File: src/rtl/boot_rom_patch_pkg.sv
// Shared definitions for the boot ROM with patch region: default boot image,
// FSM states and an image lookup helper.
package boot_pkg;

  localparam int unsigned BOOT_IMG_LEN = 8;
  localparam int unsigned IMG_IW       = 3;

  localparam logic [15:0] BOOT_IMG [BOOT_IMG_LEN] = '{
    16'hF200, 16'h4000, 16'hF800, 16'h1007,
    16'hF400, 16'h3008, 16'h4000, 16'h0000
  };

  typedef enum logic [1:0] {
    INIT   = 2'd0,
    OPEN   = 2'd1,
    LOCKED = 2'd2
  } boot_state_e;

  // Words beyond the built-in image read as zero when ROM_WORDS exceeds it.
  function automatic logic [15:0] boot_img_word(input int unsigned idx);
    logic [IMG_IW-1:0] i;
    i = idx[IMG_IW-1:0];
    return (idx < BOOT_IMG_LEN) ? BOOT_IMG[i] : 16'h0000;
  endfunction

endpackage

File: src/rtl/boot_rom_patch_if.sv
// Request/response bus of the boot ROM: the fetch master issues reads and
// patch writes; the ROM returns registered data and status strobes.
interface boot_rom_patch_if #(
  parameter int DW = 16,
  parameter int AW = 4
);
  logic          cs;
  logic          we;
  logic [AW-1:0] addr;
  logic [DW-1:0] din;
  logic          lock;
  logic [DW-1:0] dout;
  logic          rvalid;
  logic          ready;
  logic          wr_err;
  logic          locked;

  modport master (
    output cs, we, addr, din, lock,
    input  dout, rvalid, ready, wr_err, locked
  );

  modport slave (
    input  cs, we, addr, din, lock,
    output dout, rvalid, ready, wr_err, locked
  );
endinterface

File: src/rtl/boot_patch_bank.sv
// Patch register file: one write port shared by the post-reset clear and
// user writes, combinational read. Storage itself is never reset.
module boot_patch_bank #(
  parameter int DW    = 16,
  parameter int WORDS = 4,
  parameter int IW    = 2
) (
  input  logic          clk,
  input  logic          wen,
  input  logic [IW-1:0] waddr,
  input  logic [DW-1:0] wdata,
  input  logic [IW-1:0] raddr,
  output logic [DW-1:0] rdata
);

  logic [DW-1:0] mem [WORDS];

  always_ff @(posedge clk) begin
    if (wen) mem[waddr] <= wdata;
  end

  assign rdata = mem[raddr];

endmodule

File: src/rtl/boot_rom_patch.sv
// Boot ROM with hardwired image in the low words and a lockable patch region
// above it that is cleared by hardware after every reset.
module boot_rom_patch
  import boot_pkg::*;
#(
  parameter int DW        = 16,
  parameter int AW        = 4,
  parameter int DEPTH     = 12,
  parameter int ROM_WORDS = 8
) (
  input logic             clk,
  input logic             rst_n,
  boot_rom_patch_if.slave bus
);

  localparam int PATCH_WORDS = DEPTH - ROM_WORDS;
  // A zero-size patch region still gets one dummy word so the bank elaborates.
  localparam int BANK_WORDS  = (PATCH_WORDS > 0) ? PATCH_WORDS : 1;
  localparam int IW          = (BANK_WORDS > 1) ? $clog2(BANK_WORDS) : 1;

  localparam logic [AW:0] ROM_LIM   = (AW+1)'(ROM_WORDS);
  localparam logic [AW:0] DEPTH_LIM = (AW+1)'(DEPTH);

  boot_state_e   state, state_nxt;
  logic [IW-1:0] cnt;
  logic          init_last;

  logic [AW:0]   addr_x;
  logic          in_rom, in_patch;
  logic          accept, rd, wr, wr_ok;
  logic [IW-1:0] patch_idx;

  logic          bank_wen;
  logic [IW-1:0] bank_waddr;
  logic [DW-1:0] bank_wdata, bank_rdata;
  logic [DW-1:0] rd_word;

  assign bus.ready  = (state != INIT);
  assign bus.locked = (state == LOCKED);

  assign addr_x    = {1'b0, bus.addr};
  assign in_rom    = (addr_x < ROM_LIM);
  assign in_patch  = !in_rom && (addr_x < DEPTH_LIM);
  assign patch_idx = IW'(addr_x - ROM_LIM);

  assign accept = bus.cs & bus.ready;
  assign rd     = accept & ~bus.we;
  assign wr     = accept & bus.we;
  assign wr_ok  = wr & (state == OPEN) & in_patch;

  assign init_last = (cnt == IW'(BANK_WORDS - 1));

  always_ff @(posedge clk or negedge rst_n) begin
    if (!rst_n) begin
      state <= INIT;
      cnt   <= '0;
    end else begin
      state <= state_nxt;
      if (state == INIT) cnt <= cnt + 1'b1;
    end
  end

  always_comb begin
    state_nxt = state;
    case (state)
      INIT:    if (init_last) state_nxt = OPEN;
      OPEN:    if (bus.lock)  state_nxt = LOCKED;
      LOCKED:  state_nxt = LOCKED;
      default: state_nxt = INIT;
    endcase
  end

  // Clearing during INIT and user writes share the bank's single port.
  always_comb begin
    bank_wen   = 1'b0;
    bank_waddr = patch_idx;
    bank_wdata = bus.din;
    if (state == INIT) begin
      bank_wen   = 1'b1;
      bank_waddr = cnt;
      bank_wdata = '0;
    end else if (wr_ok) begin
      bank_wen   = 1'b1;
    end
  end

  boot_patch_bank #(
    .DW    (DW),
    .WORDS (BANK_WORDS),
    .IW    (IW)
  ) u_bank (
    .clk   (clk),
    .wen   (bank_wen),
    .waddr (bank_waddr),
    .wdata (bank_wdata),
    .raddr (patch_idx),
    .rdata (bank_rdata)
  );

  always_comb begin
    rd_word = '0;
    if (in_rom)        rd_word = DW'(boot_img_word(int'(bus.addr)));
    else if (in_patch) rd_word = bank_rdata;
  end

  // Read data and status strobes are registered one cycle after the accept.
  always_ff @(posedge clk or negedge rst_n) begin
    if (!rst_n) begin
      bus.dout   <= '0;
      bus.rvalid <= 1'b0;
      bus.wr_err <= 1'b0;
    end else begin
      bus.rvalid <= rd;
      bus.wr_err <= wr & ~wr_ok;
      if (rd) bus.dout <= rd_word;
    end
  end

endmodule

File: src/flat_wrapper.sv
// flat-port wrapper written by rule: the top's interface ports become plain ports
module boot_rom_patch_flat import boot_pkg::*;
#(
  parameter int DW        = 16,
  parameter int AW        = 4,
  parameter int DEPTH     = 12,
  parameter int ROM_WORDS = 8
)
  (clk, rst_n, bus_cs, bus_we, bus_addr, bus_din, bus_lock, bus_dout, bus_rvalid, bus_ready, bus_wr_err, bus_locked);
  boot_rom_patch_if #(.DW(DW), .AW(AW)) bus_i ();
  input logic clk;
  input logic rst_n;
  input wire logic [$bits(bus_i.cs)-1:0] bus_cs;
  input wire logic [$bits(bus_i.we)-1:0] bus_we;
  input wire logic [$bits(bus_i.addr)-1:0] bus_addr;
  input wire logic [$bits(bus_i.din)-1:0] bus_din;
  input wire logic [$bits(bus_i.lock)-1:0] bus_lock;
  output wire logic [$bits(bus_i.dout)-1:0] bus_dout;
  output wire logic [$bits(bus_i.rvalid)-1:0] bus_rvalid;
  output wire logic [$bits(bus_i.ready)-1:0] bus_ready;
  output wire logic [$bits(bus_i.wr_err)-1:0] bus_wr_err;
  output wire logic [$bits(bus_i.locked)-1:0] bus_locked;
  assign bus_i.cs = bus_cs;
  assign bus_i.we = bus_we;
  assign bus_i.addr = bus_addr;
  assign bus_i.din = bus_din;
  assign bus_i.lock = bus_lock;
  assign bus_dout = bus_i.dout;
  assign bus_rvalid = bus_i.rvalid;
  assign bus_ready = bus_i.ready;
  assign bus_wr_err = bus_i.wr_err;
  assign bus_locked = bus_i.locked;
  boot_rom_patch #(.DW(DW), .AW(AW), .DEPTH(DEPTH), .ROM_WORDS(ROM_WORDS)) u_core (.clk(clk), .rst_n(rst_n), .bus(bus_i));
endmodule
File: config.mk
export PLATFORM = sky130hd
export DESIGN_NAME = boot_rom_patch_flat
export DESIGN_NICKNAME = d
export VERILOG_FILES = /design/src/rtl/boot_rom_patch_pkg.sv /design/src/rtl/boot_rom_patch_if.sv /design/src/rtl/boot_patch_bank.sv /design/src/rtl/boot_rom_patch.sv /design/src/flat_wrapper.sv
export SDC_FILE = /design/constraint.sdc
export NUM_CORES = 1
export LEC_CHECK = 0
export ABC_AREA = 1
export ABC_CLOCK_PERIOD_IN_PS = 7600
export BUFFER_PORTS_ARGS = -buffer_cell sky130_fd_sc_hd__buf_4
export CAP_MARGIN = 40
export CORE_MARGIN = 8
export CORE_UTILIZATION = 55
export CTS_CLUSTER_SIZE = 20
export DETAILED_ROUTE_END_ITERATION = 16
export GPL_TIMING_DRIVEN = 0
export PLACE_DENSITY = 0.73
export REMOVE_ABC_BUFFERS = 1
export SYNTH_ARGS = -nofsm -noshare
export SYNTH_HDL_FRONTEND = slang
export SYNTH_HIERARCHICAL = 1
export SYNTH_SLANG_ARGS = --single-unit
export TNS_END_PERCENT = 10
File: constraint.sdc
create_clock -name clk -period 7.6 [get_ports clk]
set_clock_uncertainty 0.1 [all_clocks]
set_input_delay 0.38 -clock clk [delete_from_list [all_inputs] [get_ports clk]]
set_output_delay 0.38 -clock clk [all_outputs]
set_load 0.02 [all_outputs]
## Word-level counts from Yosys, hierarchy flattened

Memories as Yosys holds them, arrays and structs flattened.
Cells that the tools add are included.

- Equal/unequal tests: 5
- $add $sub $neg: 2
- Multiplexer cells: 14
- Reductions and logical operators: 5
- $lt $le $gt $ge: 4
- Bitwise operators: 9

Operators with widths:

| kind | count |
|---|---|
| 16-bit 2-to-1 mux | 6 |
| 4-bit less-than comparator (second input constant) | 3 |
| 1-bit bitwise AND | 6 |
| 2-bit 2-to-1 mux | 3 |
| 2-bit case mux with 3 select lines | 1 |
| 2-bit equality test (second input constant) | 2 |
| 4-bit greater-or-equal comparator (second input constant) | 1 |
| 1-bit 2-to-1 mux | 4 |
| 3-bit NOT with 4-bit output | 1 |
| 2-bit by 1-bit adder with 2-bit output (second input constant) | 1 |
| 2-bit by 1-bit equality test with 1-bit output (second input constant) | 1 |
| 2-bit logical NOT | 1 |
| 2-bit by 1-bit inequality test with 1-bit output (second input constant) | 1 |
| 2-bit inequality test (second input constant) | 1 |
| 1-bit NOT | 2 |
| 2-bit AND reduction | 1 |
| 2-bit nonzero test | 1 |
| 2-bit by 1-bit subtractor with 2-bit output (second input constant) | 1 |
| 1-bit logical AND | 1 |
| 1-bit logical NOT | 1 |

- Memories kept: 2
- Bits in registers: 22
- Logic and storage cells: 46
- Bits in writable memories: 64
- Memory bits (read-only): 128

Memories:

| name | depth | bits a word | rd ports | clocked after memory_dff | write ports | line | text |
|---|---|---|---|---|---|---|---|
| (name not given) | 8 | 16 | 1 | 0 | 0 | boot_rom_patch_pkg.sv:23 | `return (idx < BOOT_IMG_LEN) ? BOOT_IMG[i] : 16'h0000;` |
| u_core.u_bank.mem | 4 | 16 | 1 | 0 | 1 | boot_patch_bank.sv:16 | `logic [DW-1:0] mem [WORDS];` |

## Logic depth before layout (Yosys ltp)

- Depth in word-level cells: 9
- Gate-level depth with buffers: 10

## Modules after synthesis

Netlist, hierarchy kept.

Modules (own cells, without submodules):

| module | times used | area each (um2) | cells an instance | seq. area each (um2) |
|---|---|---|---|---|
| boot_patch_bank | 1 | 2758.9 | 259 | 1921.8 |
| boot_rom_patch | 1 | 1286.2 | 189 | 550.5 |

## Worst setup path before layout

No wires, ideal clock.

- Kind: flip-flop to flip-flop
- Start: reg u_core.state[0]
- End: mem u_core.u_bank.mem[3][0] (enable)
- Data required time: 7.091 ns
- Period minus slack after synthesis: 2.956 ns
- Setup slack: 4.644 ns
- Cell stages (with the launch flop): 8
- Setup time: 0.409 ns
- Arrival time: 2.447 ns
- Path buffers: 1
- Path through: dfrtp_1 -> inv_1 -> ha_1 -> clkbuf_1 -> nand2_1 -> o21ai_0 -> inv_1 -> nor3_1

RTL lines:

| what | line | text |
|---|---|---|
| from (decl) | boot_rom_patch.sv:24 | `boot_state_e state, state_nxt;` |
| from (signal assigned) | boot_rom_patch.sv:58 | `state <= state_nxt;` |
| 2-bit logical NOT | boot_rom_patch.sv:78 | `if (state == INIT) begin` |
| 2-bit 2-to-1 mux | boot_rom_patch.sv:78 |  |
| via u_core.bank_waddr[1] | boot_rom_patch.sv:34 | `logic [IW-1:0] bank_waddr;` |
| to (decl) | boot_patch_bank.sv:16 |  |

The timed path passes the listed nets, and every way through them passes these cells.

## Worst setup path in the final report

- Start: reg u_core.state[0]
- End: mem u_core.u_bank.mem[2][2] (enable)

Same word-level chain as after synthesis.

==> qor.csv <==
metric;value;unit
crit_type;reg2reg;
cp-end-kind;flip-flop;
place_inst;582;
p_sw;0.540;mW
dr.pass1.iters;4;
pwr-share-comb;32.3;%
tightest_slew;0.886;ns
post_cts_resize_count;0;
die_h;102;µm
cap_viol_max_count;0;
die_w;102;µm
multi_input_area;0.00109;mm²
num_rows;31;
drive_gt1_share;14.8;%
seqPwrFrac;46.7;%
drc_errors;0;
antenna_found_initial;0;
internal_power;1.06;mW
fillers;574;
grt_max_degree;40;
track_usage;17.2;%
syn2layout_area_growth;15.5;%
yosysSeqAreaShare;61.1;%
drt_iter0_markers;236;
slew-limit-headroom;40.8;%
cts_root_buf;clkbuf_8;
vias;2932;
holdWs;0.200;ns
layoutNonFillerInstCount;599;
tns;0;ns
synthDistinctLibCells;22;
port_buffers;44;
fmax;0.323;GHz
cp.arrival;3.04;ns
avgViaCountPerCell;4.89;
die-area;0.0104;mm²
status;complete, no violations;
place.gp.congestion;0.794;
numCtsBuffers;9;
period_minus_slack;3.10;ns
drtAntennaViolNets;0;
regArea;0.00247;mm²
grt_remaining_overflow;0;
peakVddDrop;0.178;mV
nets;525;
insertion_delay;0.34;ns
grt_pass1_vias;2809;
htreeDepth;3;
core;0.00718;mm²
syn-mean-instance-area;9.03;µm²
leakagePower;2.37;nW
grt_pass1_wl;13.5;mm
cts_tree;built;
cts_sinks;86;
pwr-share-clk;21.0;%
yosys_warnings;6;
synth_area;0.00405;mm²
rsz0062_at_grt;false;
startpoint_type;flip-flop;
slew_violations;0;
finalSetupViolations;0;
wire_per_inst;13.7;µm
initial_core_util;56.4;%
path_max_fanout;14;
p_total;1.60;mW
powerDensity;343;mW/mm²
fin_ws;4.50;ns
hold_viol;0;
finalCritPeriodShare;40.8;%
clockBufferDepth;2;
ios;45;
hold_class;in2reg;
post_cts_buffers;0;
worst_ep_required_time;7.54;ns
p_sw_share;33.7;%
synthCells;448;
synth_seq_cells;86;
diodes;0;
path_clk_slew;0.08;ns
place_ws;4.54;ns
wl;8.23;mm
dpl.hpwl;5.46;mm
==> Yosys cell counts, drive strengths merged <==
master,n,area (µm²)
a21oi,1,5.00
buf,14,128
clkbuf,2,7.51
dfrtp,22,551
edfxtp,64,1920
ha,5,62.6
inv,96,363
nand2,163,612
nand3,41,205
nand3b,2,15.0
nor2,24,100
nor3,4,20.0
o21ai,8,40.0
or2,1,6.26
xor2,1,8.76
==> cell families (layout without fill, tap and decap cells) <==
logic type	after synthesis	count (layout)	synth area share [%]
simple gates	235	235	23.7
compound gates	9	9	1.11
fa+ha+maj	5	5	1.55
buf+inv	112	164	12.3
xor+xnor	1	1	0.217
flops	86	86	61.1
==> cells in the final DEF (no fill, tap or decap), types with 3 or more instances in the layout <==
cell type / Yosys / layout
inv_1: 92 / 92
edfxtp_1: 64 / 64
nand3_1: 41 / 41
o21ai_1: 6 / 6
clkbuf_8: 0 / 9
buf_4: 3 / 47
nand2_1: 163 / 163
nor2_1: 22 / 22
dfrtp_1: 22 / 22
ha_1: 5 / 5
inv_2: 3 / 3
buf_6: 8 / 3
clkbuf_1: 2 / 3
nor3_2: 0 / 4
==> flip-flops by register name (all words and copies together), names as in the netlist <==
signal / cells
u_core/bus.wr_err: 1
u_core/u_bank/mem: 64
u_core/cnt: 2
u_core/state: 2
u_core/bus.dout: 16
u_core/bus.rvalid: 1
==> routing by layer <==
metal,wire length [µm],track usage (%),up-vias
li1,-,-,1459
met1,3470,20.1,1373
met2,4060,29.4,89
met3,531,3.37,11
met4,175,8.93,0
met5,0,0,-
==> power groups by stage <==
stage / clock [mW] / combinational [mW] / sequential (mW)
after detailed placement: 0 / 0.520 / 0.758
after floorplan: 0 / 0.259 / 0.792
final: 0.336 / 0.517 / 0.748
after global placement: 0 / 0.456 / 0.760
after global routing: 0.364 / 0.575 / 0.761
after CTS: 0.342 / 0.523 / 0.749
==> cell type report <==
type | instances | area share, %
flip-flops and latches | 86 | 52.9
multi-input cells | 250 | 23.4
repair buffers | 52 | 8.81
inverters | 96 | 7.76
clock buffers | 12 | 2.89
well taps | 99 | 2.65
clock inverters | 4 | 1.55
==> repair_timing <==
action / in CTS / in global routing
hold buffers: 1 / 0
setup endpoints to repair: 0 / 0
hold endpoints to repair: 22 / 0
==> worst paths after layout <==
check                                                      from                                 to  slack (ns)  depth (start not counted)
worst min register to register  u_core/bus.dout[13]$_DFFE_PN0P_    u_core/bus.dout[13]$_DFFE_PN0P_        0.38                          2
worst max register to register      u_core/state[0]$_DFFE_PN0P_  u_core/u_bank/mem[2][2]$_DFFE_PP_        4.50                          7
max in group asynchronous                                 rst_n     u_core/bus.dout[2]$_DFFE_PN0P_        6.80                          2
worst min-delay path                                     bus_we        u_core/bus.rvalid$_DFF_PN0_        0.20                          2
worst max-delay path                u_core/state[0]$_DFFE_PN0P_  u_core/u_bank/mem[2][2]$_DFFE_PP_        4.50                          7
min in group asynchronous                                 rst_n    u_core/bus.dout[13]$_DFFE_PN0P_        0.36                          2
==> per-stage QoR <==
step	utilization, %	cell area [µm²]
floorplan	-	3910
global placement	60.8	4360
detailed placement	62.1	4460
CTS	65.1	4670
global route	65.1	4670
finish	65.1	4670
==> critical path, cell delays in order (launching register included) <==
cell and delay (ns):
dfrtp_1 0.38, inv_1 0.09, ha_1 0.39, buf_8 0.24, o21ai_0 0.39, inv_1 0.15
nor3_2 0.71, buf_4 0.33
(Power assumes the default switching activity.)
